$ cat config.mk
export PLATFORM = sky130hd
export DESIGN_NAME = mem_arbiter
export DESIGN_NICKNAME = d
export VERILOG_FILES = /design/src/rtl/mem_arbiter_pkg.sv /design/src/rtl/mem_arb_timer.sv /design/src/rtl/mem_arbiter.sv
export SDC_FILE = /design/constraint.sdc
export NUM_CORES = 1
export LEC_CHECK = 0
export ABC_AREA = 1
export BUFFER_PORTS_ARGS = -buffer_cell sky130_fd_sc_hd__buf_4
export CAP_MARGIN = 20
export CORE_MARGIN = 2
export CORE_UTILIZATION = 50
export DETAILED_ROUTE_END_ITERATION = 6
export HOLD_SLACK_MARGIN = 0.03
export PLACE_DENSITY = 0.85
export SYNTH_ARGS = -nofsm -noshare
export SYNTH_HDL_FRONTEND = slang
export SYNTH_SLANG_ARGS = --single-unit
$ cat constraint.sdc
create_clock -name clock -period 2.8 [get_ports clock]
set_input_delay 0.28 -clock clock [delete_from_list [all_inputs] [get_ports clock]]
set_output_delay 0.28 -clock clock [all_outputs]
set_load 0.02 [all_outputs]
$ cat src/rtl/mem_arbiter_pkg.sv
// mem_arbiter_pkg
// Shared definitions for the memory arbiter and anything that talks to it:
//   arb_state_t : 2-bit FSM state encoding (IDLE, GRANT_I, GRANT_D, DONE)
//   REQ_I/REQ_D : requester IDs (instruction side = 0, data side = 1)
package mem_arbiter_pkg;

    typedef enum logic [1:0] {
        IDLE    = 2'd0,
        GRANT_I = 2'd1,
        GRANT_D = 2'd2,
        DONE    = 2'd3
    } arb_state_t;

    localparam logic REQ_I = 1'b0;
    localparam logic REQ_D = 1'b1;

endpackage

$ cat src/rtl/mem_arb_timer.sv
// mem_arb_timer
// Wait-state counter for one granted memory access.
//   clock   : rising-edge clock
//   reset   : asynchronous active-low reset
//   clear   : restart the count (asserted on the grant edge)
//   enable  : count this cycle (a GRANT cycle without mem_ready)
//   expired : this enabled cycle brings the count to TIMEOUT
// TIMEOUT is expected to be at least 1.
module mem_arb_timer #(
    parameter int unsigned TIMEOUT = 255
) (
    input  logic clock,
    input  logic reset,
    input  logic clear,
    input  logic enable,
    output logic expired
);

    localparam int unsigned CW = (TIMEOUT < 2) ? 1 : $clog2(TIMEOUT + 1);

    logic [CW-1:0] count;

    always_ff @(posedge clock or negedge reset) begin
        if (!reset) begin
            count <= '0;
        end else if (clear) begin
            count <= '0;
        end else if (enable) begin
            count <= count + CW'(1);
        end
    end

    // Looks one step ahead so the FSM leaves GRANT on the edge where the
    // count would reach TIMEOUT. enable is gated by mem_ready upstream, so a
    // late mem_ready on that same cycle wins over the timeout.
    assign expired = enable && (count == CW'(TIMEOUT - 1));

endmodule

$ cat src/rtl/mem_arbiter.sv
// mem_arbiter
// Arbitrates an instruction-fetch port (read only) and a data port
// (read/write) onto one shared single-port memory. D has priority, but
// after D_STREAK_MAX consecutive D grants with I waiting, I is granted.
// All memory-side outputs are registered.
//   clock, reset                     : clock, async active-low reset
//   i_req, i_addr                    : fetch request / address
//   i_ack, i_rdata, i_err            : fetch done pulse, data, timeout flag
//   d_req, d_we, d_addr, d_wdata     : data request / write enable / addr / data
//   d_ack, d_rdata, d_err            : data done pulse, data, timeout flag
//   mem_req, mem_we, mem_addr, mem_wdata : shared memory request
//   mem_ready, mem_rdata             : memory completion strobe / read data
//   halt                             : a request is pending and not yet acked
module mem_arbiter
    import mem_arbiter_pkg::*;
#(
    parameter int unsigned ADDR_W       = 32,
    parameter int unsigned DATA_W       = 32,
    parameter int unsigned D_STREAK_MAX = 2,
    parameter int unsigned TIMEOUT      = 255
) (
    input  logic              clock,
    input  logic              reset,
    input  logic              i_req,
    input  logic [ADDR_W-1:0] i_addr,
    output logic              i_ack,
    output logic [DATA_W-1:0] i_rdata,
    output logic              i_err,
    input  logic              d_req,
    input  logic              d_we,
    input  logic [ADDR_W-1:0] d_addr,
    input  logic [DATA_W-1:0] d_wdata,
    output logic              d_ack,
    output logic [DATA_W-1:0] d_rdata,
    output logic              d_err,
    output logic              mem_req,
    output logic              mem_we,
    output logic [ADDR_W-1:0] mem_addr,
    output logic [DATA_W-1:0] mem_wdata,
    input  logic              mem_ready,
    input  logic [DATA_W-1:0] mem_rdata,
    output logic              halt
);

    localparam int unsigned SW = (D_STREAK_MAX < 2) ? 1 : $clog2(D_STREAK_MAX + 1);

    arb_state_t    state, state_n;
    logic [SW-1:0] streak;
    logic          grant_i, grant_d, finish;
    logic          in_grant, expired;

    assign in_grant = (state == GRANT_I) || (state == GRANT_D);

    mem_arb_timer #(.TIMEOUT(TIMEOUT)) u_timer (
        .clock   (clock),
        .reset   (reset),
        .clear   (grant_i | grant_d),
        .enable  (in_grant & ~mem_ready),
        .expired (expired)
    );

    always_ff @(posedge clock or negedge reset) begin
        if (!reset) begin
            state <= IDLE;
        end else begin
            state <= state_n;
        end
    end

    always_comb begin
        state_n = state;
        grant_i = 1'b0;
        grant_d = 1'b0;
        finish  = 1'b0;
        case (state)
            IDLE: begin
                if (d_req && (!i_req || streak != SW'(D_STREAK_MAX))) begin
                    grant_d = 1'b1;
                    state_n = GRANT_D;
                end else if (i_req) begin
                    grant_i = 1'b1;
                    state_n = GRANT_I;
                end
            end
            GRANT_I, GRANT_D: begin
                if (mem_ready || expired) begin
                    finish  = 1'b1;
                    state_n = DONE;
                end
            end
            DONE:    state_n = IDLE;
            default: state_n = IDLE;
        endcase
    end

    always_ff @(posedge clock or negedge reset) begin
        if (!reset) begin
            mem_req   <= 1'b0;
            mem_we    <= 1'b0;
            mem_addr  <= '0;
            mem_wdata <= '0;
            i_ack     <= 1'b0;
            i_err     <= 1'b0;
            i_rdata   <= '0;
            d_ack     <= 1'b0;
            d_err     <= 1'b0;
            d_rdata   <= '0;
            streak    <= '0;
        end else begin
            // Acks and error flags are one-cycle pulses in DONE.
            i_ack <= 1'b0;
            i_err <= 1'b0;
            d_ack <= 1'b0;
            d_err <= 1'b0;

            if (grant_i || grant_d) begin
                mem_req   <= 1'b1;
                mem_we    <= grant_d & d_we;
                mem_addr  <= grant_d ? d_addr : i_addr;
                mem_wdata <= grant_d ? d_wdata : '0;
            end

            if (finish) begin
                mem_req <= 1'b0;
                mem_we  <= 1'b0;
                // finish without mem_ready can only come from the timer.
                if (state == GRANT_D) begin
                    d_ack <= 1'b1;
                    d_err <= ~mem_ready;
                    if (mem_ready) d_rdata <= mem_rdata;
                end else begin
                    i_ack <= 1'b1;
                    i_err <= ~mem_ready;
                    if (mem_ready) i_rdata <= mem_rdata;
                end
            end

            if (state == IDLE) begin
                if (!i_req || grant_i) begin
                    streak <= '0;
                end else if (grant_d) begin
                    streak <= streak + SW'(1);
                end
            end
        end
    end

    assign halt = (i_req & ~i_ack) | (d_req & ~d_ack);

endmodule
# [Word-level counts from Yosys, hierarchy flattened]
# Cells that the tools add are included.
[totals] elab_cells=78 output_inout_bits=135 input_bits=134 register_bits=146
[op_classes] n_eq_ne=7 reduce_logical=17 muxes=29 addsub=2 n_bitwise=10
[ops] operator="$mux W32" n=2
[ops] operator="$mux W1" n=19
[ops] operator="$mux W8" n=2
[ops] operator="$mux W2" n=5
[ops] operator="$add A8 B1 Y8 const B" n=1
[ops] operator="$eq A8 B8 Y1 const B" n=1
[ops] operator="$pmux W2 S3" n=1
[ops] operator="$reduce_and A3 Y1" n=2
[ops] operator="$reduce_bool A2 Y1" n=3
[ops] operator="$logic_or A1 B1 Y1" n=5
[ops] operator="$and A1 B1 Y1" n=4
[ops] operator="$eq A2 B2 Y1 const B" n=2
[ops] operator="$ne A2 B2 Y1 const B" n=2
[ops] operator="$not A1 Y1" n=4
[ops] operator="$reduce_and A2 Y1" n=2
[ops] operator="$ne A3 B3 Y1 const B" n=1
[ops] operator="$add A2 B1 Y2 const B" n=1
[ops] operator="$eq A2 B1 Y1 const B" n=1
[ops] operator="$logic_and A1 B1 Y1" n=2
[ops] operator="$logic_not A2 Y1" n=1
[ops] operator="$or A1 B1 Y1" n=2
[ops] operator="$reduce_or A2 Y1" n=1
[ops] operator="$logic_not A1 Y1" n=1

# [Depth between registers and ports, before layout]
# Gate-level depths: netlist (run 1).
[depth] word_depth=8 depth_mapped=10 ltp_nobuf=9

# [Cells and area by module]
# Synthesis (run 1) repeated with hierarchy kept, for this count alone.
[unflattened] cells_unflattened=778 hier_area_um2=6413.7
[modules_own_cells] mod="mem_arbiter" area_per_inst_um2=5969.5 n_inst=1 seq_area_each_um2=3453.3 cells_each=719
[modules_own_cells] mod="mem_arb_timer" area_per_inst_um2=444.2 n_inst=1 seq_area_each_um2=200.2 cells_each=59

# [Worst setup path after synthesis (run 1)]
# Ideal clock, no wire load.
[synth_path] kind="register to register" from="reg state[0]" to="reg i_rdata[0]" slack_ns=1.337 synth_period_minus_slack_ns=1.463 setup_ns=0.133 required_time_ns=2.667 path_stages_with_launch=6 path_buffers=1 t_arrival_ns=1.330 path_cell_list="dfrtp_1 inv_1 ha_1 nand3_1 clkbuf_1 o21ai_0"
[synth_via] elab_chain_cells=8 elab_cells_between_ends=11 classes_between="eq/ne: 2; mux: 2; bitwise: 2; reduce/logical: 5"
[synth_rtl] element="start: declaration" line="mem_arbiter.sv:47" rtl="arb_state_t state, state_n;"
[synth_rtl] element="start signal: assignment" line="mem_arbiter.sv:66" rtl="state <= state_n;"
[synth_rtl] element="$eq A2 B1 Y1 or $eq A2 B2 Y1 (tied branches)" line="mem_arbiter.sv:52, mem_arbiter.sv:75, mem_arbiter.sv:127"
[synth_rtl] element="$logic_or A1 B1 Y1" line="mem_arbiter.sv:52" rtl="assign in_grant = (state == GRANT_I) || (state == GRANT_D);"
[synth_rtl] element="$and A1 B1 Y1" line="mem_arbiter.sv:58" rtl=".enable (in_grant & ~mem_ready),"
[synth_rtl] element="$logic_and A1 B1 Y1" line="mem_arb_timer.sv:36" rtl="assign expired = enable && (count == CW'(TIMEOUT - 1));"
[synth_rtl] element="$logic_or A1 B1 Y1" line="mem_arbiter.sv:86" rtl="if (mem_ready || expired) begin"
[synth_rtl] element="$mux W1" line="mem_arbiter.sv:86"
[synth_rtl] element="$mux W1" line="mem_arbiter.sv:75" rtl="case (state)"
[synth_rtl] element="$reduce_and A3 Y1 (no source line) *"
[synth_rtl] element="end signal: assignment" line="mem_arbiter.sv:134" rtl="if (mem_ready) i_rdata <= mem_rdata;"
[synth_rtl] element="end: declaration" line="mem_arbiter.sv:27" rtl="output logic [DATA_W-1:0] i_rdata,"
# Every way passes the cells marked *; elsewhere a longest branch is shown, timed or not.
# A chain may end at the register's enable or synchronous reset.

# [Worst setup path in the final report (run 1)]
[layout_path] from="reg state[1]" to="reg d_rdata[7]"
[layout_via] elab_chain_cells=8 elab_cells_between_ends=10 classes_between="eq/ne: 2; mux: 2; bitwise: 1; reduce/logical: 5"
[layout_rtl] element="$eq A2 B1 Y1 or $eq A2 B2 Y1 (tied branches)" line="mem_arbiter.sv:52, mem_arbiter.sv:75, mem_arbiter.sv:127"
[layout_rtl] element="$logic_or A1 B1 Y1" line="mem_arbiter.sv:52"
[layout_rtl] element="$and A1 B1 Y1" line="mem_arbiter.sv:58"
[layout_rtl] element="$logic_and A1 B1 Y1" line="mem_arb_timer.sv:36"
[layout_rtl] element="$logic_or A1 B1 Y1" line="mem_arbiter.sv:86"
[layout_rtl] element="$mux W1" line="mem_arbiter.sv:86"
[layout_rtl] element="$mux W1" line="mem_arbiter.sv:75"
[layout_rtl] element="$reduce_and A3 Y1 (no source line) *"
[layout_rtl] element="end signal: assignment" line="mem_arbiter.sv:130" rtl="if (mem_ready) d_rdata <= mem_rdata;"
[layout_rtl] element="end: declaration" line="mem_arbiter.sv:34" rtl="output logic [DATA_W-1:0] d_rdata,"
# Marks and branches as above.

==> results of run 1 <==
-- cell families after synthesis --
kind of cell    Yosys count  synth area share
compound gates          144            0.1517
fa+ha+maj                 6           0.01278
flops                   146            0.6219
buf+inv                  84           0.05857
simple gates            232            0.1551
-- flip-flops by register name, indices dropped and copies added (netlist names) --
register / count
i_err: 1
state: 2
u_timer.count: 8
d_err: 1
mem_req: 1
mem_addr: 32
i_ack: 1
mem_wdata: 32
i_rdata: 32
streak: 2
mem_we: 1
d_ack: 1
d_rdata: 32
-- power by group through the flow --
stage	Combinational, mW	Clock, mW	Sequential [mW]
after floorplan	1.72	0	4.72
after global placement	4.85	0	3.63
after detailed placement	5.04	0	3.67
after CTS	5.06	2.35	3.66
after global routing	5.41	2.45	3.78
final	5.02	2.31	3.67
-- placed cells by master (no fill, tap or decap), types with 2 or more instances in the layout --
cell / netlist / final
clkinv_2: 0 / 3
a31oi_1: 32 / 32
bufinv_16: 0 / 3
dfrtp_1: 146 / 146
ha_1: 6 / 6
inv_1: 49 / 49
nand3_2: 1 / 3
nor2_1: 52 / 52
clkbuf_16: 0 / 17
clkbuf_8: 0 / 2
clkinvlp_4: 0 / 3
a21oi_1: 6 / 6
inv_6: 0 / 3
inv_2: 2 / 2
buf_4: 4 / 275
nand4_1: 2 / 2
nand2_1: 159 / 159
a22o_1: 32 / 32
o21ai_0: 70 / 70
nand3_1: 15 / 13
buf_12: 0 / 2
-- cell usage after synthesis (all sizes together) --
library cell,count
a211oi,1
a21oi,6
a22o,32
a31oi,32
buf,15
clkbuf,18
dfrtp,146
ha,6
inv,51
nand2,159
nand3,16
nand3b,1
nand4,2
nor2,52
nor3b,1
o21ai,71
o21bai,1
o22ai,1
or2,1
-- worst min-delay path by stage --
stage / to / slack [ns]
6_report: mem_wdata[27]$_DFFE_PN0P_ / 0.08
5_1_grt: mem_wdata[27]$_DFFE_PN0P_ / 0.07
4_1_cts: mem_wdata[27]$_DFFE_PN0P_ / 0.07
3_5_place_dp: i_rdata[27]$_DFFE_PN0P_ / 0.37
3_3_place_gp: i_rdata[30]$_DFFE_PN0P_ / 0.36
2_1_floorplan: d_ack$_DFF_PN0_ / -0.02
-- worst max-delay path: cells and delay by family (launching register included) --
family | cells | cell delay, ns
flip-flops | 1 | 0.36
AO/OA/AOI/OAI | 1 | 0.22
AND/OR/NAND/NOR | 1 | 0.61
buffers and inverters | 2 | 0.49
adder cells (fa/ha/maj) | 1 | 0.38
-- area by class of cell --
cell class | count | area (um2)
clock buffers | 20 | 456.7
clock inverters | 12 | 153.9
fillers | 783 | 2771
inverters | 51 | 191.4
multi-input cells | 382 | 1887
flip-flops and latches | 146 | 3654
well taps | 143 | 178.9
repair buffers | 279 | 2126
-- layer usage --
metal  up-vias  track usage  part of all wire
met2       238       0.4550              0.51
li1       2545            -                 -
met3        28      0.08261             0.082
met4         0      0.09675             0.022
met1      2560       0.3151              0.39
met5         -            0                 0
-- stage by stage --
step	instances	hold slack [ns]	total power, mW	setup slack [ns]
2_1_floorplan	612	-0.01559	6.439	1.337
3_3_place_gp	1000	0.3614	8.481	0.7830
3_5_place_dp	1000	0.3718	8.705	0.6542
4_1_cts	1033	0.07221	11.08	0.6070
5_1_grt	1033	0.06898	11.64	0.3898
6_report	1033	0.08401	11.00	0.6118
-- what timing repair did --
| item | 4_1_cts | 5_1_grt |
|---|---|---|
| hold buffers | 1 | 0 |
| hold endpoints to repair | 80 | 0 |
| buffers inserted | 0 | 0 |
| gates resized for setup | 0 | 0 |
==> flow_metrics.env, run 1 <==
export IMPL_outcome="completed"
export IMPL_slowest_stage="nand3_2"
export IMPL_synth_top_area_cell="dfrtp_1"
export IMPL_synth_area_per_cell_um2=9.599
export IMPL_p_sw_mw=4.410
export IMPL_slew_headroom=0.5000
export IMPL_antenna_found_initial=0
export IMPL_cts_buffer_depth=2
export IMPL_max_clock_freq_mhz=457.0
export IMPL_power_frac_comb=0.456
export IMPL_num_vias=5371
export IMPL_drt_pass1_iter_count=5
export IMPL_drv_slew=0
export IMPL_grt_overflow=0
export IMPL_reg2reg_slack_ns=0.61
export IMPL_postSynthCellCount=612
export IMPL_grt_pass1_wl_um=26520
export IMPL_power_share_clock=0.210
export IMPL_grt_max_degree=83
export IMPL_seq_power_share=0.334
export IMPL_area_growth_pct=47.20
export IMPL_hp_start="d_wdata[27]"
export IMPL_ant_nets=0
export IMPL_synth_top_area_frac=0.6219
export IMPL_slowest_delay_ns=0.61
export IMPL_yosys_register_bits=146
export IMPL_root_buffer="clkbuf_16"
export IMPL_ff2ff_path_depth=5
export IMPL_grt_pass1_vias=5413
export IMPL_maxCapViolCount=0
export IMPL_dieHeight_um=112.4
export IMPL_cts_buffers=17
export IMPL_postPlaceCellArea_um2=8026
export IMPL_synth_area_um2=5874
export IMPL_nets=1017
export IMPL_skew_ns=0.006758
export IMPL_synthTopCellsByArea="dfrtp_1 62%, nand2_1 10%, o21ai_0 6.0%"
export IMPL_yosysUniqueCellTypes=23
export IMPL_gpl_final_weighted_congestion=0.8354
export IMPL_clk_pin_slew_ns=0.06
export IMPL_grtUsageTotal=0.2647
export IMPL_final_core_util=0.7573
export IMPL_post_route_drc_count=0
export IMPL_grt_setup_unrepaired="no"
export IMPL_peakVddDrop_uv=748.5
export IMPL_cts_tree="done"
export IMPL_critical_path_cell_chain="inv_1 -> ha_1 -> nand3_2 -> buf_4 -> o21ai_0"
export IMPL_min_delay_path_class="primary input to register"
export IMPL_rr_startpoint="state[1]$_DFFE_PN0P_"
export IMPL_worstMarginPinSlew_ns=0.7491
export IMPL_hold_depth=2
export IMPL_worstSetupPathType="register to register"
export IMPL_crit_end="d_rdata[7]$_DFFE_PN0P_"
export IMPL_wirelength_um=16550
export IMPL_crit_fanout=43
export IMPL_io_pins=269
export IMPL_power_density_nw_per_um2=1273
export IMPL_io_buffer_count=268
export IMPL_clock_latency_ns=0.41
export IMPL_r2r_end="d_rdata[7]$_DFFE_PN0P_"
export IMPL_finalCritPeriodShare=0.7815
export IMPL_p_leak_nw=4.527
export IMPL_design_area_um2=8647
export IMPL_chipWidth_um=112.4
export IMPL_intPower_mw=6.594
export IMPL_final_hold_viol_count=0
export IMPL_viasPerCell=5.199
export IMPL_core_region_area_um2=11420
export IMPL_finalCriticalPeriod_ns=2.188
export IMPL_drt_iter0_markers=320
export IMPL_p_sw_frac=0.4008
export IMPL_yosys_warnings=0
export IMPL_worstSetupStartpointType="register"
export IMPL_syn_nets=752
export IMPL_dp_hpwl_um=12030
export IMPL_setup_tns_ns=0
export IMPL_routedWlPerCell_um=16.02
export IMPL_clock_sinks=146
export IMPL_setup_violations=0
export IMPL_row_count=39
export IMPL_crit_arrival_ns=2.50
export IMPL_h_tree_depth=4
export IMPL_yosysSeqAreaShare=0.6219
export IMPL_initial_core_util=0.5145
export IMPL_drive_above_1_share=0.3551
export IMPL_antennaDiodeCount=0
export IMPL_cp_data_required_time_ns=3.11
export IMPL_die_area_um2=12630
export IMPL_crit_path_end_kind="register"
export IMPL_crit_start="state[1]$_DFFE_PN0P_"
Note: power is estimated with default switching activity, not from simulation.
==> run 2: changes to the inputs <==
--- a/config.mk
+++ b/config.mk
@@ -9,10 +9,10 @@
 export BUFFER_PORTS_ARGS = -buffer_cell sky130_fd_sc_hd__buf_4
 export CAP_MARGIN = 20
 export CORE_MARGIN = 2
-export CORE_UTILIZATION = 50
+export CORE_UTILIZATION = 42
 export DETAILED_ROUTE_END_ITERATION = 6
 export HOLD_SLACK_MARGIN = 0.03
-export PLACE_DENSITY = 0.85
+export PLACE_DENSITY = 0.76
 export SYNTH_ARGS = -nofsm -noshare
 export SYNTH_HDL_FRONTEND = slang
 export SYNTH_SLANG_ARGS = --single-unit
==> constraint.sdc (replaced) <==
create_clock -name clock -period 1.8 [get_ports clock]
set_input_delay 0.18 -clock clock [delete_from_list [all_inputs] [get_ports clock]]
set_output_delay 0.18 -clock clock [all_outputs]
set_load 0.02 [all_outputs]
==> flow_metrics.env, run 2 (synthesis results as in run 1) <==
export IMPL_drive_above_1_share=0.3276
export IMPL_p_sw_mw=6.986
export IMPL_worstMarginPinSlew_ns=0.4161
export IMPL_min_delay_path_class="primary input to register"
export IMPL_final_cell_mix="274 x buf_4, 159 x nand2_1, 146 x dfrtp_1"
export IMPL_grt_pass1_vias=5907
export IMPL_nets=1108
export IMPL_worstSetupStartpointType="register"
export IMPL_initial_core_util=0.4265
export IMPL_antenna_found_initial=0
export IMPL_grtUsageTotal=0.2587
export IMPL_hold_depth=3
export IMPL_antennaDiodeCount=0
export IMPL_p_leak_nw=4.947
export IMPL_wirelength_um=19090
export IMPL_grt_overflow=0
export IMPL_io_pins=269
export IMPL_drt_pass1_iter_count=5
export IMPL_final_hold_viol_count=0
export IMPL_cts_buffers=17
export IMPL_row_count=43
export IMPL_path_delay_family="simple AND/OR/NAND/NOR gates"
export IMPL_grt_max_degree=65
export IMPL_num_vias=5860
export IMPL_area_growth_pct=65.05
export IMPL_clk_pin_slew_ns=0.05
export IMPL_core_region_area_um2=13770
export IMPL_setup_tns_ns=0
export IMPL_worstSetupPathType="register to register"
export IMPL_slew_headroom=0.7226
export IMPL_max_clock_freq_mhz=613.3
export IMPL_outcome="completed"
export IMPL_maxCapViolCount=0
export IMPL_clock_latency_ns=0.41
export IMPL_p_total_mw=17.69
export IMPL_io_buffer_count=268
export IMPL_power_density_nw_per_um2=1824
export IMPL_slowest_delay_ns=0.37
export IMPL_drv_slew=0
export IMPL_path_depth=7
export IMPL_skew_ns=0.009401
export IMPL_cts_setup_buffers=0
export IMPL_ff2ff_path_depth=7
export IMPL_post_route_drc_count=0
export IMPL_routedWlPerCell_um=16.45
export IMPL_power_frac_comb=0.459
export IMPL_power_share_clock=0.216
export IMPL_chipWidth_um=122.3
export IMPL_cp_data_required_time_ns=2.09
export IMPL_gpl_final_weighted_congestion=0.8307
export IMPL_p_sw_frac=0.3950
export IMPL_finalCritPeriodShare=0.9059
export IMPL_layout_commonest_cell="buf_4"
export IMPL_cts_buffer_depth=2
export IMPL_h_tree_depth=4
export IMPL_intPower_mw=10.70
export IMPL_cp_num_buf_inv=1
export IMPL_seq_power_share=0.325
export IMPL_finalCriticalPeriod_ns=1.631
export IMPL_cts_tree="done"
export IMPL_crit_path_end_kind="register"
export IMPL_viasPerCell=5.052
export IMPL_crit_arrival_ns=1.92
export IMPL_grt_setup_unrepaired="no"
export IMPL_grt_pass1_wl_um=29860
export IMPL_dieHeight_um=122.3
export IMPL_root_buffer="clkbuf_16"
export IMPL_peakVddDrop_uv=1144
export IMPL_drt_iter0_markers=412
export IMPL_setup_violations=0
export IMPL_die_area_um2=14950
export IMPL_dp_hpwl_um=11850
export IMPL_slowest_stage="dfrtp_1"
export IMPL_ant_nets=0
export IMPL_crit_fanout=7
export IMPL_critical_path_cell_chain="inv_1 -> ha_2 -> nand2_1 -> nor2_1 -> or2_2 -> nand2_1 -> nor2_1"
export IMPL_clock_sinks=146
## run 2: path summary, 6_finish.rpt
kind / startpoint / endpoint / slack (ns)
max in group asynchronous: reset / u_timer.count[2]$_DFFE_PN0P_ / 0.96
hold / removal: d_addr[20] / mem_addr[20]$_DFFE_PN0P_ / 0.05
setup reg to reg: state[0]$_DFFE_PN0P_ / u_timer.count[2]$_DFFE_PN0P_ / 0.17
min in group asynchronous: reset / d_rdata[27]$_DFFE_PN0P_ / 0.25
setup / recovery: state[0]$_DFFE_PN0P_ / u_timer.count[2]$_DFFE_PN0P_ / 0.17
hold reg to reg: state[0]$_DFFE_PN0P_ / state[0]$_DFFE_PN0P_ / 0.47
## run 2: power by group through the flow
stage	clock [mW]	sequential, mW	combinational (mW)
finish	3.82	5.75	8.12
global route	4.03	5.91	8.76
CTS	3.87	5.69	8.03
detailed placement	0	5.68	7.84
global placement	0	5.66	7.68
floorplan	0	7.34	2.68
## run 2: tightest hold or removal path: cells and delay by family
| family | cells | cell delay (ns) |
|---|---|---|
| AOI/OAI and AO/OA | 1 | 0.07 |
| buffers and inverters | 1 | 0.11 |
| and+or+nand+nor | 1 | 0.05 |
## run 2: cell type report
class,instances,area (um2)
fill,975,4078
sequential,146,3654
timing repair buffer,370,3079
multi-input combinational,382,1899
clock buffer,23,498.0
tap,180,225.2
inverter,51,191.4
clock inverter,8,148.9
## run 2: timing repair
action	in CTS	in global routing
endpoints found under the hold margin	128	0
hold buffers	89	0
endpoints found under the setup margin	0	5
resized for setup	0	4
## run 2: per-layer routing
metal | vias up | share of wire | wire, um | GRT usage
li1 | 2725 | - | - | -
met1 | 2744 | 0.38 | 7287 | 0.2983
met2 | 322 | 0.47 | 8931 | 0.4118
met3 | 69 | 0.10 | 1976 | 0.1004
met4 | 0 | 0.047 | 891 | 0.1473
met5 | - | 0 | 0 | 0
## run 2: metrics by stage
stage	util	setup WS (ns)	hold WS (ns)	std cells	instance area [um2]
finish	0.7039	0.1695	0.04591	1160	9696
global placement	0.5914	0.1019	0.1184	1040	8145
detailed placement	0.5914	0.05650	0.1201	1040	8145
CTS	0.7030	0.04525	0.03025	1160	9683
floorplan	-	0.3372	-0.1156	612	5874
global route	0.7039	0.02051	0.03473	1160	9696
